`config.mk`:
```
export PLATFORM = sky130hd
export DESIGN_NAME = cmp_arbiter_flat
export DESIGN_NICKNAME = d
export VERILOG_FILES = /design/src/rtl/cmp_arbiter_if.sv /design/src/rtl/cmp_arbiter.sv /design/src/flat_wrapper.sv
export SDC_FILE = /design/constraint.sdc
export NUM_CORES = 1
export LEC_CHECK = 0
export ABC_AREA = 1
export CAP_MARGIN = 15
export CORE_MARGIN = 2
export CORE_UTILIZATION = 31
export CTS_CLUSTER_SIZE = 16
export DETAILED_ROUTE_END_ITERATION = 16
export REMOVE_ABC_BUFFERS = 1
export SYNTH_ARGS = -nofsm -noshare
export SYNTH_HDL_FRONTEND = slang
export SYNTH_SLANG_ARGS = --single-unit
```
`constraint.sdc`:
```
create_clock -name clk -period 4.1 [get_ports clk]
set_clock_uncertainty 0.2 [all_clocks]
set_input_delay 0.41 -clock clk [delete_from_list [all_inputs] [get_ports clk]]
set_output_delay 0.41 -clock clk [all_outputs]
set_load 0.005 [all_outputs]
```
`src/rtl/cmp_arbiter_if.sv`:
```
// Request/response channel for one requester of the shared branch comparator.
// The requester drives the master side and the arbiter the slave side.
interface cmp_arbiter_if #(
  parameter int unsigned TAG_W = 4
);
  logic             req_valid;
  logic             req_ready;
  logic [31:0]      a;
  logic [31:0]      b;
  logic [2:0]       ctrl;
  logic [TAG_W-1:0] req_tag;
  logic             rsp_valid;
  logic             rsp_ready;
  logic             c;
  logic             err;
  logic [TAG_W-1:0] rsp_tag;

  modport master (
    output req_valid, a, b, ctrl, req_tag, rsp_ready,
    input  req_ready, rsp_valid, c, err, rsp_tag
  );

  modport slave (
    input  req_valid, a, b, ctrl, req_tag, rsp_ready,
    output req_ready, rsp_valid, c, err, rsp_tag
  );
endinterface

```
`src/rtl/cmp_arbiter.sv`:
```
// Round-robin arbiter sharing one 32-bit branch-condition comparator between two
// requesters; results land in per-requester response slots held until consumed.
module cmp_arbiter #(
  parameter int unsigned TAG_W      = 4,
  parameter bit          PRIO_RESET = 1'b0
) (
  input  logic         clk,
  input  logic         rstn,
  cmp_arbiter_if.slave ch0,
  cmp_arbiter_if.slave ch1,
  output logic [15:0]  grant_cnt0,
  output logic [15:0]  grant_cnt1
);

  logic [1:0]       req_valid;
  logic [1:0]       rsp_ready;
  logic [1:0]       slot_free;
  logic [1:0]       elig;
  logic [1:0]       grant;
  logic [31:0]      op_a   [2];
  logic [31:0]      op_b   [2];
  logic [2:0]       op_ctrl[2];
  logic [TAG_W-1:0] op_tag [2];

  // Index of the requester granted most recently; the other one wins a tie.
  logic last_q, last_d;

  logic [1:0]       rsp_valid_q, rsp_valid_d;
  logic [1:0]       rsp_c_q, rsp_c_d;
  logic [1:0]       rsp_err_q, rsp_err_d;
  logic [TAG_W-1:0] rsp_tag_q[2];
  logic [TAG_W-1:0] rsp_tag_d[2];
  logic [15:0]      cnt_q[2];
  logic [15:0]      cnt_d[2];

  logic [31:0]      cmp_a, cmp_b;
  logic [2:0]       cmp_ctrl;
  logic [TAG_W-1:0] cmp_tag;
  logic             cmp_c, cmp_err;
  logic             lt_s, lt_u;

  assign req_valid  = {ch1.req_valid, ch0.req_valid};
  assign rsp_ready  = {ch1.rsp_ready, ch0.rsp_ready};
  assign op_a[0]    = ch0.a;
  assign op_a[1]    = ch1.a;
  assign op_b[0]    = ch0.b;
  assign op_b[1]    = ch1.b;
  assign op_ctrl[0] = ch0.ctrl;
  assign op_ctrl[1] = ch1.ctrl;
  assign op_tag[0]  = ch0.req_tag;
  assign op_tag[1]  = ch1.req_tag;

  // Arbitration; a full slot that drains this cycle counts as free.
  always_comb begin
    slot_free = ~rsp_valid_q | rsp_ready;
    elig      = req_valid & slot_free & {2{rstn}};
    grant     = 2'b00;
    case (elig)
      2'b01:   grant = 2'b01;
      2'b10:   grant = 2'b10;
      2'b11:   grant = last_q ? 2'b01 : 2'b10;
      default: grant = 2'b00;
    endcase
    last_d = last_q;
    if (grant[1]) begin
      last_d = 1'b1;
    end else if (grant[0]) begin
      last_d = 1'b0;
    end
  end

  // Shared comparator on the granted operands.
  always_comb begin
    cmp_a    = grant[1] ? op_a[1]    : op_a[0];
    cmp_b    = grant[1] ? op_b[1]    : op_b[0];
    cmp_ctrl = grant[1] ? op_ctrl[1] : op_ctrl[0];
    cmp_tag  = grant[1] ? op_tag[1]  : op_tag[0];
    lt_s     = $signed(cmp_a) < $signed(cmp_b);
    lt_u     = cmp_a < cmp_b;
    cmp_c    = 1'b0;
    cmp_err  = 1'b0;
    case (cmp_ctrl)
      3'b001:  cmp_c = (cmp_a == cmp_b);
      3'b010:  cmp_c = (cmp_a != cmp_b);
      3'b011:  cmp_c = lt_s;
      3'b100:  cmp_c = lt_u;
      3'b101:  cmp_c = ~lt_s;
      3'b110:  cmp_c = ~lt_u;
      default: cmp_err = 1'b1;
    endcase
  end

  // Response slots and grant counters.
  always_comb begin
    for (int i = 0; i < 2; i++) begin
      rsp_valid_d[i] = rsp_valid_q[i];
      rsp_c_d[i]     = rsp_c_q[i];
      rsp_err_d[i]   = rsp_err_q[i];
      rsp_tag_d[i]   = rsp_tag_q[i];
      cnt_d[i]       = cnt_q[i];
      if (grant[i]) begin
        rsp_valid_d[i] = 1'b1;
        rsp_c_d[i]     = cmp_c;
        rsp_err_d[i]   = cmp_err;
        rsp_tag_d[i]   = cmp_tag;
        if (cnt_q[i] != 16'hFFFF) begin
          cnt_d[i] = cnt_q[i] + 16'd1;
        end
      end else if (rsp_ready[i]) begin
        // Payload fields keep their last value after a plain consume.
        rsp_valid_d[i] = 1'b0;
      end
    end
  end

  always_ff @(posedge clk or negedge rstn) begin
    if (!rstn) begin
      last_q      <= ~PRIO_RESET;
      rsp_valid_q <= '0;
      rsp_c_q     <= '0;
      rsp_err_q   <= '0;
      rsp_tag_q   <= '{default: '0};
      cnt_q       <= '{default: '0};
    end else begin
      last_q      <= last_d;
      rsp_valid_q <= rsp_valid_d;
      rsp_c_q     <= rsp_c_d;
      rsp_err_q   <= rsp_err_d;
      rsp_tag_q   <= rsp_tag_d;
      cnt_q       <= cnt_d;
    end
  end

  assign ch0.req_ready = grant[0];
  assign ch1.req_ready = grant[1];
  assign ch0.rsp_valid = rsp_valid_q[0];
  assign ch1.rsp_valid = rsp_valid_q[1];
  assign ch0.c         = rsp_c_q[0];
  assign ch1.c         = rsp_c_q[1];
  assign ch0.err       = rsp_err_q[0];
  assign ch1.err       = rsp_err_q[1];
  assign ch0.rsp_tag   = rsp_tag_q[0];
  assign ch1.rsp_tag   = rsp_tag_q[1];
  assign grant_cnt0    = cnt_q[0];
  assign grant_cnt1    = cnt_q[1];

  a_one_grant: assert property (@(posedge clk) disable iff (!rstn) !(grant[0] && grant[1]));

endmodule

```
`src/flat_wrapper.sv`:
```
// flat-port wrapper written by rule: the top's interface ports become plain ports
module cmp_arbiter_flat 
#(
  parameter int unsigned TAG_W      = 4,
  parameter bit          PRIO_RESET = 1'b0
)
  (clk, rstn, grant_cnt0, grant_cnt1, ch0_req_valid, ch0_a, ch0_b, ch0_ctrl, ch0_req_tag, ch0_rsp_ready, ch0_req_ready, ch0_rsp_valid, ch0_c, ch0_err, ch0_rsp_tag, ch1_req_valid, ch1_a, ch1_b, ch1_ctrl, ch1_req_tag, ch1_rsp_ready, ch1_req_ready, ch1_rsp_valid, ch1_c, ch1_err, ch1_rsp_tag);
  cmp_arbiter_if #(.TAG_W(TAG_W)) ch0_i ();
  cmp_arbiter_if #(.TAG_W(TAG_W)) ch1_i ();
  input  logic clk;
  input  logic rstn;
  output logic [15:0] grant_cnt0;
  output logic [15:0] grant_cnt1;
  input wire logic [$bits(ch0_i.req_valid)-1:0] ch0_req_valid;
  input wire logic [$bits(ch0_i.a)-1:0] ch0_a;
  input wire logic [$bits(ch0_i.b)-1:0] ch0_b;
  input wire logic [$bits(ch0_i.ctrl)-1:0] ch0_ctrl;
  input wire logic [$bits(ch0_i.req_tag)-1:0] ch0_req_tag;
  input wire logic [$bits(ch0_i.rsp_ready)-1:0] ch0_rsp_ready;
  output wire logic [$bits(ch0_i.req_ready)-1:0] ch0_req_ready;
  output wire logic [$bits(ch0_i.rsp_valid)-1:0] ch0_rsp_valid;
  output wire logic [$bits(ch0_i.c)-1:0] ch0_c;
  output wire logic [$bits(ch0_i.err)-1:0] ch0_err;
  output wire logic [$bits(ch0_i.rsp_tag)-1:0] ch0_rsp_tag;
  input wire logic [$bits(ch1_i.req_valid)-1:0] ch1_req_valid;
  input wire logic [$bits(ch1_i.a)-1:0] ch1_a;
  input wire logic [$bits(ch1_i.b)-1:0] ch1_b;
  input wire logic [$bits(ch1_i.ctrl)-1:0] ch1_ctrl;
  input wire logic [$bits(ch1_i.req_tag)-1:0] ch1_req_tag;
  input wire logic [$bits(ch1_i.rsp_ready)-1:0] ch1_rsp_ready;
  output wire logic [$bits(ch1_i.req_ready)-1:0] ch1_req_ready;
  output wire logic [$bits(ch1_i.rsp_valid)-1:0] ch1_rsp_valid;
  output wire logic [$bits(ch1_i.c)-1:0] ch1_c;
  output wire logic [$bits(ch1_i.err)-1:0] ch1_err;
  output wire logic [$bits(ch1_i.rsp_tag)-1:0] ch1_rsp_tag;
  assign ch0_i.req_valid = ch0_req_valid;
  assign ch0_i.a = ch0_a;
  assign ch0_i.b = ch0_b;
  assign ch0_i.ctrl = ch0_ctrl;
  assign ch0_i.req_tag = ch0_req_tag;
  assign ch0_i.rsp_ready = ch0_rsp_ready;
  assign ch0_req_ready = ch0_i.req_ready;
  assign ch0_rsp_valid = ch0_i.rsp_valid;
  assign ch0_c = ch0_i.c;
  assign ch0_err = ch0_i.err;
  assign ch0_rsp_tag = ch0_i.rsp_tag;
  assign ch1_i.req_valid = ch1_req_valid;
  assign ch1_i.a = ch1_a;
  assign ch1_i.b = ch1_b;
  assign ch1_i.ctrl = ch1_ctrl;
  assign ch1_i.req_tag = ch1_req_tag;
  assign ch1_i.rsp_ready = ch1_rsp_ready;
  assign ch1_req_ready = ch1_i.req_ready;
  assign ch1_rsp_valid = ch1_i.rsp_valid;
  assign ch1_c = ch1_i.c;
  assign ch1_err = ch1_i.err;
  assign ch1_rsp_tag = ch1_i.rsp_tag;
  cmp_arbiter #(.TAG_W(TAG_W), .PRIO_RESET(PRIO_RESET)) u_core (.clk(clk), .rstn(rstn), .ch0(ch0_i), .ch1(ch1_i), .grant_cnt0(grant_cnt0), .grant_cnt1(grant_cnt1));
endmodule
```
==> results.json, run 1 <==
{
  "pre_cts_ws_ps": 325.0,
  "holdBufCountCts": 1,
  "crit_path_end_kind": "flop",
  "finalCritPeriodShare_pct": 87.79,
  "grt_pass1_wl_microns": 19440,
  "crit_path_frequent_cell": "nand2_1",
  "wl_per_cell_microns": 13.88,
  "slowest_delay_ps": 530,
  "path_class": "primary input to flop",
  "crit_chain": "dlygate4sd3_1 -> buf_2 -> nand2_2 -> inv_1 -> nand3_2 -> nand2_4 -> clkinv_2 -> nand2_1 -> nand2_1 -> ha_1 -> nand2_1 -> nor2_2 -> inv_2 -> nor2_4 -> inv_2 -> nor3b_2 -> nand2_2 -> nand2_1 -> nand2_1 -> nand3_1 -> nand3_2 -> nand2_1 -> nand2_1",
  "htree_levels": 2,
  "cts_root_buf": "clkbuf_16",
  "max_freq_mhz": 277.8,
  "grt_pass1_vias": 4041,
  "regArea_sq_mm": 0.001177,
  "cp.required_ps": 4080,
  "overflow": 0,
  "antenna_found_initial": 0,
  "synth.distinct_cells": 39,
  "numCtsBuffers": 5,
  "yosys_warnings": 0,
  "maxCapViolCount": 0,
  "final-max-slew-violation-count": 0,
  "clkTransAtPathRegs_ps": 60,
  "synth_seq_cells": 47,
  "drive_gt1_share_pct": 7.351,
  "dpl.hpwl_microns": 9983,
  "finalSetupTns_ps": 0,
  "seq_area_frac_synth_pct": 29.83,
  "start_kind": "primary input",
  "cp.arrival_ps": 3570,
  "drt_pre_antenna_iters": 4,
  "final.min_clock_period_ps": 3600,
  "finalSetupViolCount": 0,
  "cts_max_path_buffers": 2,
  "fin_nets": 902,
  "syn_area_sq_mm": 0.003948,
  "irDropWorstVdd_v": 0.0002880,
  "routed_via_density": 4.504,
  "syn_avg_cell_area_sq_um": 7.533,
  "fill_cells": 1250,
  "grt_max_degree": 77,
  "gp_congestion": 0.8524,
  "clk_latency_ps": 290,
  "multi_input_area_sq_mm": 0.002552,
  "tightest_slew_ps": 458.8,
  "cp_slowest_cell": "dlygate4sd3_1",
  "core_sq_mm": 0.01252,
  "status": "finished, final reports clean",
  "via_count": 4022,
  "ios": 196,
  "wl_microns": 12400,
  "die_area_sq_mm": 0.01365,
  "rsz0062_at_grt": "false",
  "final_cell_mix": "nand2_1, clkdlybuf4s50_1, dfrtp_1",
  "hold_class": "flop to flop",
  "areaGrowthSynthToFinish_pct": 58.64,
  "cts-resized-gates": 0,
  "grt_usage_pct": 18.01,
  "num_rows": 41,
  "ant_nets": 0,
  "slew_headroom_pct": 69.38,
  "first_iter_violations": 183,
  "synth_edf_count": 0,
  "start_util_pct": 31.54,
  "p_leak_uw": 0.003177,
  "cts_tree": "done",
  "drc": 0,
  "powerDensity_mw_per_mm2": 287.5,
  "post_cts_buffers": 0,
  "io_buffers": 195,
  "cts_sinks": 47,
  "crit_fanout": 31,
  "antenna_cells": 0,
  "layout_setup_ws_ps": 500.5,
  "die_h_microns": 116.8,
  "final_common_cell": "nand2_1",
  "synth_ff_type": "dfrtp_1",
  "die_x_microns": 116.8,
  "finalHoldViolCount": 0,
  "synthCells": 524,
  "async_reset_ff_share_pct": 100.0
}
==> final timing paths <==
kind                                        from               endpoint  slack (ps)  cells past startpoint
min                        u_core.ch1.rsp_tag[0]  u_core.ch1.rsp_tag[0]         280                      2
min reg2reg                u_core.ch1.rsp_tag[0]  u_core.ch1.rsp_tag[0]         280                      2
min in group asynchronous                   rstn  u_core.rsp_valid_q[1]         480                      3
max in group asynchronous                   rstn  u_core.grant_cnt1[12]        2810                      3
max reg2reg                u_core.rsp_valid_q[0]      u_core.rsp_c_q[1]         840                     20
max                                         rstn      u_core.rsp_c_q[1]         500                     23
==> critical path: cells and delay by family <==
family,cells,cell delay [ps]
AND/OR/NAND/NOR,16,1570
adder cells (fa/ha/maj),1,350
buffers and inverters,6,1210
==> area by class of cell <==
type	instances	area share (%)
sequential	47	18.80
timing repair buffer	201	32.05
clock inverter	2	0.2198
tap	172	3.437
clock buffer	6	2.218
inverter	40	2.517
multi-input combinational	425	40.76
==> flip-flops by register name, indices dropped and copies added (netlist names) <==
name / flops
u_core.grant_cnt1: 16
u_core.rsp_err_q: 2
u_core.rsp_valid_q: 2
u_core.grant_cnt0: 16
u_core.rsp_c_q: 2
u_core.ch1.rsp_tag: 4
u_core.ch0.rsp_tag: 4
u_core.last_q: 1
==> report_power, final <==
group	internal [uW]	leakage (uW)	switching, uW
Clock	244	0.0000772	183
Sequential	549	0.000590	92.3
Combinational	423	0.00251	310
==> per-stage QoR <==
| stage | util [%] | hold slack [ps] | area, sq um | power [uW] | std cells |
|---|---|---|---|---|---|
| final | 50.03 | 284.8 | 6262 | 1801 | 893 |
| after global routing | 50.03 | 296.0 | 6262 | 1930 | 893 |
| after CTS | 50.03 | 285.7 | 6262 | 1825 | 893 |
| after detailed placement | 48.73 | 231.2 | 6100 | 1389 | 884 |
| after global placement | 48.73 | 223.3 | 6100 | 1376 | 884 |
| after floorplan | - | -85.59 | 3887 | 967.8 | 512 |
==> logic make-up after synthesis <==
family	Yosys count	synth area share, %
simple gates	302	34.77
buf+inv	52	5.515
flops	47	29.83
fa+ha+maj	34	10.78
mux	33	8.399
xor+xnor	29	6.434
compound gates	27	4.279
==> cell usage after synthesis (2+ instances only) <==
| cell | number | area (sq um) |
|---|---|---|
| inv_2 | 4 | 15.01 |
| nor2_1 | 27 | 101.4 |
| nand2_4 | 4 | 45.04 |
| nor2_4 | 2 | 22.52 |
| nand3_1 | 22 | 110.1 |
| dfrtp_1 | 46 | 1151 |
| nand2_1 | 213 | 799.5 |
| nor3_1 | 4 | 20.02 |
| clkinv_2 | 2 | 10.01 |
| a21oi_4 | 2 | 32.53 |
| o21ai_0 | 6 | 30.03 |
| nand2_2 | 6 | 37.54 |
| nand3_2 | 4 | 40.04 |
| xnor2_1 | 12 | 105.1 |
| inv_1 | 33 | 123.9 |
| nor4_1 | 2 | 12.51 |
| nor2_2 | 4 | 25.02 |
| a21oi_1 | 14 | 70.07 |
| nor2_8 | 2 | 40.04 |
| nand4_1 | 5 | 31.28 |
| nor3_2 | 2 | 20.02 |
| clkbuf_1 | 5 | 18.77 |
| mux2i_1 | 32 | 320.3 |
| ha_1 | 34 | 425.4 |
| a21o_1 | 2 | 15.01 |
| xor2_1 | 17 | 148.9 |
| buf_2 | 6 | 30.03 |
==> metal layers <==
metal / track usage (%) / wire, microns / vias up
li1: - / - / 2072
met1: 20.43 / 5032 / 1821
met2: 34.84 / 6224 / 119
met3: 3.244 / 965 / 10
met4: 4.157 / 177 / 0
met5: 0 / 0 / -
Note: power is estimated with default switching activity, not from simulation.
==> run 2: changes to the inputs <==
--- a/config.mk
+++ b/config.mk
@@ -12,6 +12,7 @@
 export CTS_CLUSTER_SIZE = 16
 export DETAILED_ROUTE_END_ITERATION = 16
 export REMOVE_ABC_BUFFERS = 1
+export SLEW_MARGIN = 20
 export SYNTH_ARGS = -nofsm -noshare
 export SYNTH_HDL_FRONTEND = slang
 export SYNTH_SLANG_ARGS = --single-unit
==> results of run 2 <==
The final DEF is identical to that of run 1; final timing and power are the same.
==> run 3: changes to the inputs <==
--- a/config.mk
+++ b/config.mk
@@ -8,9 +8,10 @@
 export ABC_AREA = 1
 export CAP_MARGIN = 15
 export CORE_MARGIN = 2
-export CORE_UTILIZATION = 31
+export CORE_UTILIZATION = 41
 export CTS_CLUSTER_SIZE = 16
 export DETAILED_ROUTE_END_ITERATION = 16
+export PLACE_DENSITY = 0.82
 export REMOVE_ABC_BUFFERS = 1
 export SLEW_MARGIN = 20
 export SYNTH_ARGS = -nofsm -noshare
==> results.json, run 3 (synthesis results as in run 1) <==
{
  "status": "finished, final reports clean",
  "stdcell_area_sq_mm": 0.006158,
  "layout_setup_ws_ps": 388.3,
  "critPathCapture": "u_core.rsp_c_q[1]",
  "cp.arrival_ps": 3710,
  "finalSetupViolCount": 0,
  "final_common_cell": "nand2_1",
  "grt_pass1_vias": 4128,
  "numCtsBuffers": 5,
  "p_leak_uw": 0.003147,
  "wl_microns": 12260,
  "clk_latency_ps": 300,
  "cts_max_path_buffers": 2,
  "crit_start": "rstn",
  "start_util_pct": 42.52,
  "pwr-share-comb_pct": 43.9,
  "p_int_uw": 1110,
  "r2r_cells": 18,
  "htree_levels": 2,
  "final_cell_mix": "nand2_1, clkdlybuf4s50_1, dfrtp_1",
  "maxCapViolCount": 0,
  "start_kind": "primary input",
  "finalCritPeriodShare_pct": 90.53,
  "path_class": "primary input to flop",
  "antenna_cells": 0,
  "tightest_slew_ps": 454.2,
  "cp.required_ps": 4100,
  "gp_congestion": 0.8673,
  "r2r_end": "u_core.rsp_c_q[1]",
  "fin_nets": 901,
  "routed_via_density": 4.846,
  "crit_path_end_kind": "flop",
  "slew_headroom_pct": 69.72,
  "grt_use_met3_pct": 4.856,
  "die_area_sq_mm": 0.01043,
  "clkTransAtPathRegs_ps": 90,
  "pre_cts_ws_ps": 355.9,
  "grt_use_met2_pct": 42.66,
  "grt_pass1_wl_microns": 18990,
  "finalSetupTns_ps": 0,
  "final-max-slew-violation-count": 0,
  "grt-busiest-layer": "met2",
  "place_area_sq_mm": 0.006038,
  "die_h_microns": 102.1,
  "die_x_microns": 102.1,
  "post_cts_buffers": 0,
  "antenna_found_initial": 0,
  "via_count": 4114,
  "cts_root_buf": "clkbuf_8",
  "hold_class": "flop to flop",
  "num_rows": 35,
  "pwr-share-clk_pct": 18.0,
  "drt_pre_antenna_iters": 6,
  "ant_nets": 0,
  "min_from": "u_core.ch0.rsp_tag[0]",
  "switching_share_pct": 33.85,
  "grt_usage_pct": 22.84,
  "max_freq_mhz": 269.4,
  "final.min_clock_period_ps": 3712,
  "areaGrowthSynthToFinish_pct": 56.01,
  "ios": 196,
  "overflow": 0,
  "rsz0062_at_grt": "false",
  "crit_fanout": 76,
  "drive_gt1_share_pct": 7.222,
  "grt_max_degree": 77,
  "reg2reg_setup_slack_ps": 900,
  "p_total_uw": 1679,
  "io_buffers": 195,
  "finalHoldViolCount": 0,
  "first_iter_violations": 155,
  "irDropWorstVdd_v": 0.0002402,
  "seq_power_share_pct": 38.0,
  "gr-usage-met1_pct": 25.20,
  "core_sq_mm": 0.009284,
  "wl_per_cell_microns": 14.45,
  "drc": 0,
  "cts_sinks": 47,
  "cts_tree": "done",
  "finalHoldWorstSlack_ps": 288.5,
  "dpl.hpwl_microns": 9934,
  "powerDensity_mw_per_mm2": 272.6,
  "net-switching-power_uw": 568.3,
  "r2r_start": "u_core.rsp_valid_q[0]"
}
## run 3: cell count changes in the layout (fill, tap and decap cells not counted), sizes merged
cell / previous run / this run
buf: 6 / 4
clkbuf: 6 / 7
clkinv: 3 / 2
clkinvlp: 0 / 1
## run 3: how the worst min path moves through the flow
| stage | endpoint | slack (ps) | cells past startpoint |
|---|---|---|---|
| 6_report | u_core.ch0.rsp_tag[0] | 290 | 2 |
| 5_1_grt | u_core.ch0.rsp_tag[0] | 310 | 2 |
| 4_1_cts | u_core.ch0.rsp_tag[0] | 290 | 2 |
| 3_5_place_dp | u_core.rsp_valid_q[1] | 130 | 1 |
| 3_3_place_gp | u_core.rsp_valid_q[1] | 120 | 1 |
| 2_1_floorplan | u_core.ch0.rsp_tag[0] | -90 | 0 |
## run 3: worst max-delay path: stages
cell,delay (ps)
dlygate4sd3_1,530
clkbuf_4,260
nand2_2,110
inv_1,80
nand3_2,100
nand2_4,120
buf_16,310
mux2i_1,310
ha_1,290
nand2_1,90
inv_1,60
nand2_1,60
nand2_1,40
nand2_1,60
a21oi_1,60
nor2_1,260
nand3_1,160
nand3_1,140
nand3_2,90
nand2_1,70
nand2_1,50
## run 3: repair_timing
| item | in CTS | in global routing |
|---|---|---|
| endpoints found under the setup margin | 0 | 2 |
| hold endpoints to repair | 10 | 0 |
| hold buffers | 1 | 0 |
| resized for setup | 0 | 3 |
## run 3: final cells by class
cell class	instances	area (sq um)
fillers	772	3126
repair buffers	200	2009
clock buffers	6	82.58
clock inverters	2	16.27
multi-input cells	425	2552
flip-flops and latches	47	1177
well taps	129	161.4
inverters	40	158.9
## run 3: routing by layer
metal | routed length (microns) | up-vias
met5 | 0 | -
met4 | 395 | 0
met3 | 944 | 30
met2 | 6105 | 147
met1 | 4818 | 1872
li1 | - | 2065
## run 3: metrics by stage
step,instances,util [%]
floorplan,512,-
global placement,840,65.04
detailed placement,840,65.04
CTS,849,66.21
global route,849,66.33
finish,849,66.33
## run 3: power by group through the flow
stage                     Combinational, uW  Sequential (uW)  Clock, uW
after floorplan                         327              641          0
after global placement                  713              643          0
after detailed placement                738              647          0
after CTS                               743              641        312
after global routing                    821              655        326
final                                   738              639        302
